===== config.mk =====
export PLATFORM = sky130hd
export DESIGN_NAME = ecg_frame_classifier_flat
export DESIGN_NICKNAME = d
export VERILOG_FILES = /design/src/rtl/ecg_frame_classifier_if.sv /design/src/rtl/ecg_frame_classifier.sv /design/src/flat_wrapper.sv
export SDC_FILE = /design/constraint.sdc
export NUM_CORES = 1
export LEC_CHECK = 0
export CAP_MARGIN = 20
export CORE_ASPECT_RATIO = 0.75
export CORE_UTILIZATION = 50
export DETAILED_ROUTE_END_ITERATION = 8
export HOLD_SLACK_MARGIN = 0.06
export PLACE_DENSITY = 0.7
export SLEW_MARGIN = 20
export SYNTH_ARGS = -nofsm -noshare
export SYNTH_HDL_FRONTEND = slang
export SYNTH_SLANG_ARGS = --single-unit

===== constraint.sdc =====
create_clock -name clk -period 2.6 [get_ports clk]
set_clock_uncertainty 0.2 [all_clocks]
set_input_delay 0.52 -clock clk [delete_from_list [all_inputs] [get_ports clk]]
set_output_delay 0.52 -clock clk [all_outputs]
set_load 0.02 [all_outputs]

===== src/rtl/ecg_frame_classifier_if.sv =====
// Sample/result bus between the ECG sample source, the frame classifier
// and the downstream class consumer.
interface ecg_frame_classifier_if #(
  parameter int unsigned DATA_W    = 8,
  parameter int unsigned FRAME_LEN = 15,
  parameter int unsigned NUM_CLASS = 4
);
  logic                               start;
  logic                               ecg_valid;
  logic [DATA_W-1:0]                  ecg_input;
  logic                               busy;
  logic [$clog2(FRAME_LEN+1)-1:0]     sample_cnt;
  logic [NUM_CLASS-1:0]               classifier;
  logic                               class_valid;

  modport master (
    output start, ecg_valid, ecg_input,
    input  busy, sample_cnt, classifier, class_valid
  );

  modport slave (
    input  start, ecg_valid, ecg_input,
    output busy, sample_cnt, classifier, class_valid
  );
endinterface


===== src/rtl/ecg_frame_classifier.sv =====
// Frame-based ECG classifier: tracks peak/trough over FRAME_LEN samples and
// bins the peak-to-peak range one-hot. ECG_FEAT_OUT_EN exposes feature ports.
module ecg_frame_classifier #(
  parameter int unsigned DATA_W    = 8,
  parameter int unsigned FRAME_LEN = 15,
  parameter int unsigned NUM_CLASS = 4,
  parameter int unsigned BIN_SHIFT = 3
) (
  input  logic                  clk,
  input  logic                  rst,
  ecg_frame_classifier_if.slave bus
`ifdef ECG_FEAT_OUT_EN
  ,
  output logic [DATA_W-1:0]                   feat_max,
  output logic [DATA_W-1:0]                   feat_min,
  output logic [DATA_W+$clog2(FRAME_LEN)-1:0] feat_sum
`endif
);

  localparam int unsigned CNT_W = $clog2(FRAME_LEN + 1);

  typedef enum logic [1:0] {IDLE, ACQ, CLASSIFY, DONE} state_t;

  state_t               state_r, state_next;
  logic [DATA_W-1:0]    max_r, min_r;
  logic [CNT_W-1:0]     cnt_r;
  logic [NUM_CLASS-1:0] class_r, class_next;
  logic [DATA_W-1:0]    rng, bin;
  logic                 clear, accept;

  // Restart wins over a same-cycle sample in ACQ.
  assign clear  = bus.start && (state_r == IDLE || state_r == ACQ || state_r == DONE);
  assign accept = (state_r == ACQ) && !bus.start && bus.ecg_valid;

  always_ff @(posedge clk or negedge rst) begin
    if (!rst) state_r <= IDLE;
    else      state_r <= state_next;
  end

  always_comb begin
    state_next = state_r;
    case (state_r)
      IDLE:     if (bus.start) state_next = ACQ;
      ACQ:      if (accept && cnt_r == CNT_W'(FRAME_LEN - 1)) state_next = CLASSIFY;
      CLASSIFY: state_next = DONE;
      DONE:     state_next = bus.start ? ACQ : IDLE;
      default:  state_next = IDLE;
    endcase
  end

  always_comb begin
    bus.busy        = (state_r == ACQ) || (state_r == CLASSIFY);
    bus.class_valid = (state_r == DONE);
  end

  always_ff @(posedge clk or negedge rst) begin
    if (!rst) begin
      max_r <= '0;
      min_r <= '1;
      cnt_r <= '0;
    end else if (clear) begin
      max_r <= '0;
      min_r <= '1;
      cnt_r <= '0;
    end else if (accept) begin
      if (bus.ecg_input > max_r) max_r <= bus.ecg_input;
      if (bus.ecg_input < min_r) min_r <= bus.ecg_input;
      cnt_r <= cnt_r + 1'b1;
    end
  end

  // Range bin saturates into the top class.
  always_comb begin
    rng        = max_r - min_r;
    bin        = rng >> BIN_SHIFT;
    class_next = '0;
    if (bin >= DATA_W'(NUM_CLASS - 1)) begin
      class_next[NUM_CLASS-1] = 1'b1;
    end else begin
      for (int unsigned i = 0; i < NUM_CLASS - 1; i++) begin
        if (bin == DATA_W'(i)) class_next[i] = 1'b1;
      end
    end
  end

  always_ff @(posedge clk or negedge rst) begin
    if (!rst)                   class_r <= '0;
    else if (state_r == CLASSIFY) class_r <= class_next;
  end

  assign bus.sample_cnt = cnt_r;
  assign bus.classifier = class_r;

`ifdef ECG_FEAT_OUT_EN
  localparam int unsigned SUM_W = DATA_W + $clog2(FRAME_LEN);

  // The sum only has a consumer when the feature ports exist.
  logic [SUM_W-1:0] sum_r;

  always_ff @(posedge clk or negedge rst) begin
    if (!rst)        sum_r <= '0;
    else if (clear)  sum_r <= '0;
    else if (accept) sum_r <= sum_r + SUM_W'(bus.ecg_input);
  end

  always_ff @(posedge clk or negedge rst) begin
    if (!rst) begin
      feat_max <= '0;
      feat_min <= '0;
      feat_sum <= '0;
    end else if (state_r == CLASSIFY) begin
      feat_max <= max_r;
      feat_min <= min_r;
      feat_sum <= sum_r;
    end
  end
`endif

endmodule


===== src/flat_wrapper.sv =====
// flat-port wrapper written by rule: the top's interface ports become plain ports
module ecg_frame_classifier_flat 
#(
  parameter int unsigned DATA_W    = 8,
  parameter int unsigned FRAME_LEN = 15,
  parameter int unsigned NUM_CLASS = 4,
  parameter int unsigned BIN_SHIFT = 3
)
  (clk, rst, bus_start, bus_ecg_valid, bus_ecg_input, bus_busy, bus_sample_cnt, bus_classifier, bus_class_valid);
  ecg_frame_classifier_if #(.DATA_W(DATA_W), .FRAME_LEN(FRAME_LEN), .NUM_CLASS(NUM_CLASS)) bus_i ();
  input  logic clk;
  input  logic rst;
  input wire logic [$bits(bus_i.start)-1:0] bus_start;
  input wire logic [$bits(bus_i.ecg_valid)-1:0] bus_ecg_valid;
  input wire logic [$bits(bus_i.ecg_input)-1:0] bus_ecg_input;
  output wire logic [$bits(bus_i.busy)-1:0] bus_busy;
  output wire logic [$bits(bus_i.sample_cnt)-1:0] bus_sample_cnt;
  output wire logic [$bits(bus_i.classifier)-1:0] bus_classifier;
  output wire logic [$bits(bus_i.class_valid)-1:0] bus_class_valid;
  assign bus_i.start = bus_start;
  assign bus_i.ecg_valid = bus_ecg_valid;
  assign bus_i.ecg_input = bus_ecg_input;
  assign bus_busy = bus_i.busy;
  assign bus_sample_cnt = bus_i.sample_cnt;
  assign bus_classifier = bus_i.classifier;
  assign bus_class_valid = bus_i.class_valid;
  ecg_frame_classifier #(.DATA_W(DATA_W), .FRAME_LEN(FRAME_LEN), .NUM_CLASS(NUM_CLASS), .BIN_SHIFT(BIN_SHIFT)) u_core (.clk(clk), .rst(rst), .bus(bus_i));
endmodule

==> run summary, run 1 <==
Status - finished, final reports clean
Worst-Skew Late Latency - 0.27 ns
Ys flop type - dfrtp_1
Tcrit/Tclk final - 96.7%
CP cell instances - clkdlybuf4s50_1 > buf_4 > ha_1 > a21o_1 > a21oi_1 > nor2b_1 > o31ai_4 > buf_6 > mux2i_2
Synth Instances - 195
Max Slew Vio Count - 0
Top-level port count - 22
Crit path required time - 2.59 ns
Initial core utilization - 54.8%
Full die area - 4000 µm²
Final core occ - 68.7%
Top post-synthesis cells by area - dfrtp_1 24%, ha_1 19%, dfstp_2 11%
Register area - 661 µm²
Pre-CTS WS - -0.225 ns
Mapped cell area - 1870 µm²
Synth warn - 0
Slowest CP cell - clkdlybuf4s50_1
Post-CTS setup buffer count - 0
Final Critical Period - 2.51 ns
CP max stage delay - 0.45 ns
Worst EP arrival - 2.51 ns
Clock slew at reported path FFs - 0.09 ns
#FFs+latches synth - 26
Final ANT Viol Nets - 0
Routed WL per cell - 14.6 µm
DRC Markers - 0
Layout area overhead - 25.5%
Die W - 72.7 µm
Final net count - 273
LEAKAGE - 0.00116 µW
Register area share after synthesis - 35.2%
Most frequent cells after synthesis - 31 x inv_1, 29 x ha_1, 23 x nand2_1
Worst hold path type - reg -> reg
Number of max-cap violations - 0
Syn_nets - 236
Initial antenna violation count - 0
Largest net degree at the start of global routing - 27
Hold buffers post-CTS - 0
Core ar. - 3420 µm²
Number of global-route vias before repair - 1459
# rows - 18
Via count - 1511
H-tree Lvls - 1
Initial DRC count - 31
Worst R2R Start - u_core.min_r[2]
Die Y - 55.0 µm
Reg2Reg Depth - 8
Post-synth EDFFs - 0
R2r setup slk - 0.10 ns
Ant diodes - 0
RD Place Congestion - 0.854
Setup violators final - 0
Fmax - 0.398 GHz
Worst VDD drop - 0.502 mV
# port buffers - 21
Filler Cells Inserted - 262
CP endpoint kind - flip-flop
Post-DP HPWL - 3.17 mm
Cts bufs inserted - 3
Startpoint Class - input pin
Most frequent cell after synthesis - inv_1
Dpl cells - 277
CP Class - in -> reg
Hold EP - u_core.bus.classifier[3]
Synth area leader - dfrtp_1
First-pass GRT wire length - 6.80 mm
Buf+Inv Stages, Crit Path - 3
Vias/cell - 5.38
WHS Path Cells - 1
Worst slew pin tran - 0.401 ns
Grt total ovfl - 0
PwrDens - 850 nW/µm²
CTS tree - built
Hold_sp - u_core.bus.classifier[3]
CTS sink count - 26
Clk buf depth - 2
Final worst slack - 0.0859 ns
Clock Tree Root - clkbuf_8
Footprint of the multi-input gates - 1120 µm²
Async SR Flop Fraction - 100%
Top cell type's share of synthesized area - 24.0%
TritonRoute pass-1 iters - 4
Reg2Reg Capture Point - u_core.bus.classifier[2]
Cell Count, Final, Fillers Out - 281
Crit path max fanout - 5
Synth cell types - 41
Slew HR - 73.1%
RSZ-0062 raised after global routing - yes
Crit path max-delay family - buffers and inverters
Avg Cell Area, Syn - 9.61 µm²
Final hold vios - 0
Share of layout cells above drive strength 1 - 16.5%
Routed wire length - 4.10 mm
GR Util All Layers - 23.0%
-- power breakdown --
group | internal [µW] | switching (µW)
logic | 471 | 571
clock network | 206 | 127
registers | 541 | 83.6
total | 1220 | 782
-- area by class of cell --
class | instances | share of cell area [%]
inverters | 31 | 4.95
multi-input cells | 135 | 47.6
flip-flops and latches | 26 | 28.1
clock inverters | 1 | 1.28
well taps | 50 | 2.66
repair buffers | 35 | 13.7
clock buffers | 3 | 1.76
-- layer usage --
metal / vias to the layer above / track usage (%) / share of wire, % / wire, µm
li1: 746 / - / - / -
met1: 721 / 30.5 / 48 / 1970
met2: 40 / 40.0 / 47 / 1920
met3: 4 / 3.99 / 4.1 / 169
met4: 0 / 4.90 / 0.93 / 38
met5: - / 0 / 0 / 0
-- sequential cells by signal, indices dropped and copies added (netlist names) --
register and count:
u_core.min_r 8, u_core.bus.sample_cnt 4, u_core.bus.classifier 4, u_core.state_r 2
u_core.max_r 8
-- worst register-to-register path: stages (launching register included) --
cell and delay (ns):
dfstp_2 0.52, inv_1 0.09, ha_4 0.26, a21o_1 0.20
a31o_4 0.24, a21oi_4 0.19, o221ai_2 0.13, a211o_1 0.31
o32ai_2 0.27
-- placed cells by master, fill, tap and decap left out, types with 2 or more instances in the layout --
master / Yosys / final
inv_1: 31 / 31
ha_1: 29 / 28
nand2_1: 23 / 23
clkdlybuf4s50_1: 0 / 20
dfrtp_1: 18 / 18
buf_4: 0 / 13
a21oi_1: 10 / 9
mux2i_1: 10 / 9
dfstp_2: 8 / 8
o211ai_1: 7 / 7
xnor2_1: 5 / 5
nand2b_1: 4 / 4
o21ai_1: 4 / 4
nand4_1: 4 / 4
nor2b_1: 4 / 3
nor2_1: 3 / 3
o21ai_0: 3 / 3
clkbuf_8: 0 / 3
a21o_1: 2 / 2
nand3b_1: 2 / 2
and2_1: 2 / 2
o22ai_1: 2 / 2
nand3_1: 2 / 2
-- kinds of logic after synthesis --
| group | count (synthesis) | synth area share (%) |
|---|---|---|
| and+or+nand+nor | 47 | 12.4 |
| AOI/OAI and AO/OA | 42 | 17.4 |
| muxes | 11 | 5.94 |
| buffers and inverters | 34 | 6.88 |
| xor gates and xnor gates | 6 | 2.80 |
| adders and majority gates | 29 | 19.4 |
| DFF | 26 | 35.2 |
-- stage by stage --
| stage | instance area, µm² | hold slack, ns | total power, µW | TNS, ns |
|---|---|---|---|---|
| floorplan | 1870 | 0.0244 | 1280 | 0 |
| global placement | 2240 | 0.290 | 1580 | -1.83 |
| detailed placement | 2240 | 0.316 | 1620 | -3.01 |
| CTS | 2320 | 0.337 | 1980 | 0 |
| global route | 2350 | 0.346 | 2140 | -0.00975 |
| finish | 2350 | 0.331 | 2000 | 0 |
-- worst max-delay path by stage --
stage / slack, ns / cells after the start / endpoint / startpoint
global route: -0.01 / 9 / u_core.max_r[6] / bus_ecg_input[5]
global placement: -0.14 / 8 / u_core.min_r[0] / bus_ecg_input[6]
floorplan: 0.18 / 8 / u_core.bus.classifier[2] / u_core.min_r[2]
CTS: 0.001 / 8 / u_core.bus.classifier[2] / u_core.min_r[2]
detailed placement: -0.22 / 8 / u_core.min_r[0] / bus_ecg_input[6]
finish: 0.09 / 9 / u_core.max_r[4] / bus_ecg_input[5]
-- repair_timing --
action | 4_1_cts | 5_1_grt
resized for setup | 1 | 7
setup endpoints to repair | 1 | 12
pin swaps | 0 | 1
cloned | 0 | 0
No activity file was read; power rests on OpenSTA's default activity.
==> inputs of run 2 (changes only) <==
--- a/config.mk
+++ b/config.mk
@@ -7,10 +7,11 @@
 export LEC_CHECK = 0
 export CAP_MARGIN = 20
 export CORE_ASPECT_RATIO = 0.75
-export CORE_UTILIZATION = 50
+export CORE_UTILIZATION = 40
 export DETAILED_ROUTE_END_ITERATION = 8
 export HOLD_SLACK_MARGIN = 0.06
-export PLACE_DENSITY = 0.7
+export MAX_ROUTING_LAYER = met4
+export PLACE_DENSITY = 0.57
 export SLEW_MARGIN = 20
 export SYNTH_ARGS = -nofsm -noshare
 export SYNTH_HDL_FRONTEND = slang
==> run 2 against run 1 <==
Effect of this change:
- count of clock-buffer cells in the layout stayed put
- final area is 0.74% higher
- highest routed layer unchanged
- sequential cell count unchanged
- critical path depth unchanged
- worst setup slack got worse by 0.023 ns
- fmax fell by 0.92%
==> run summary, run 2 (synthesized netlist as in run 1, its figures left out) <==
Status - finished, final reports clean
Full die area - 4970 µm²
H-tree Lvls - 1
Hold buffers post-CTS - 0
First-pass GRT wire length - 6.63 mm
Tcrit/Tclk final - 97.6%
Layout area overhead - 26.4%
Max Slew Vio Count - 0
Routed WL per cell - 13.8 µm
Number of max-cap violations - 0
Die W - 81.0 µm
Fmax - 0.394 GHz
RD Place Congestion - 0.836
Vias/cell - 5.04
Ant diodes - 0
Startpoint Class - input pin
Slew HR - 73.6%
Hold WS - 0.349 ns
Worst EP arrival - 2.54 ns
CTS sink count - 26
Die Y - 61.3 µm
Final hold vios - 0
CP endpoint kind - flip-flop
Most common cell after layout, fill and taps aside - inv_1
GR Util All Layers - 18.4%
RSZ-0062 raised after global routing - yes
Final ANT Viol Nets - 0
Post-CTS setup buffer count - 0
# port buffers - 21
DRC Markers - 0
Worst VDD drop - 0.351 mV
Cts bufs inserted - 3
Setup violators final - 0
Largest net degree at the start of global routing - 27
# rows - 21
CTS tree - built
Post-DP HPWL - 3.26 mm
Clock Tree Root - clkbuf_8
Clock slew at reported path FFs - 0.09 ns
LEAKAGE - 0.00117 µW
Largest registers - u_core.max_r: 8 flops, u_core.min_r: 8 flops
Crit path max fanout - 5
Number of global-route vias before repair - 1423
Post-CTS Resized - 0
Worst hold path type - reg -> reg
Routed wire length - 4.02 mm
Final worst slack - 0.0626 ns
Crit path required time - 2.60 ns
Filler Cells Inserted - 423
CP Class - in -> reg
Final Critical Period - 2.54 ns
Initial core utilization - 41.7%
Initial DRC count - 85
Core ar. - 4490 µm²
Grt total ovfl - 0
Top-level port count - 22
Pre-CTS WS - -0.219 ns
Via count - 1466
Commonest non-fill, non-tap cells in the layout - 31 x inv_1, 28 x ha_1, 23 x nand2_1, 21 x clkdlybuf4s50_1, 18 x dfrtp_1
Final net count - 276
Clk buf depth - 2
Worst-Skew Late Latency - 0.27 ns
Initial antenna violation count - 0
Share of layout cells above drive strength 1 - 15.8%
Worst slew pin tran - 0.387 ns
PwrDens - 841 nW/µm²
TritonRoute pass-1 iters - 5
==> run 2: per-stage QoR <==
stage	area (µm²)	utilization [%]	setup TNS, ns	total power (µW)	std cells
final	2370	52.7	0	1990	291
after global routing	2370	52.7	-0.0495	2150	291
after CTS	2340	52.1	0	1990	291
after detailed placement	2270	50.5	-3.13	1640	287
after global placement	2270	50.5	-2.52	1590	287
after floorplan	1870	-	0	1280	195
==> run 2: per-layer routing <==
layer	up-vias	GRT usage, %	routed length [µm]
met5	-	-	0
met4	0	4.34	37
met3	4	3.11	136
met2	27	28.6	1790
met1	685	25.2	2050
li1	750	-	-
==> run 2: worst max-delay path, cell delays in order <==
cell	delay [ns]
clkdlybuf4s50_1	0.45
buf_4	0.16
ha_1	0.31
a21o_1	0.18
a21oi_1	0.17
nor2b_1	0.09
o31ai_4	0.26
buf_4	0.20
mux2i_1	0.20
==> run 2: worst paths after layout <==
path                       slack (ns)                     start  depth (start not counted)                  endpoint
min in group asynchronous        0.41                       rst                          2           u_core.max_r[7]
max                              0.06          bus_ecg_input[5]                          9           u_core.max_r[5]
max reg2reg                      0.13           u_core.min_r[2]                          8  u_core.bus.classifier[2]
min reg2reg                      0.35  u_core.bus.classifier[1]                          2  u_core.bus.classifier[1]
min                              0.35  u_core.bus.classifier[1]                          2  u_core.bus.classifier[1]
max in group asynchronous        1.48                       rst                          2           u_core.min_r[6]
==> run 2: report_power, final <==
part / switching, µW / internal, µW
registers: 81.6 / 541
clock network: 128 / 206
logic: 566 / 470
total: 776 / 1220
==> run 2: final cells by class <==
| cell class | count | area (µm²) | share of cell area [%] |
|---|---|---|---|
| multi-input combinational | 135 | 1110 | 46.9 |
| inverter | 31 | 116 | 4.91 |
| sequential | 26 | 661 | 27.9 |
| tap | 57 | 71.3 | 3.01 |
| clock buffer | 3 | 41.3 | 1.74 |
| clock inverter | 1 | 30.0 | 1.27 |
| timing repair buffer | 38 | 338 | 14.3 |
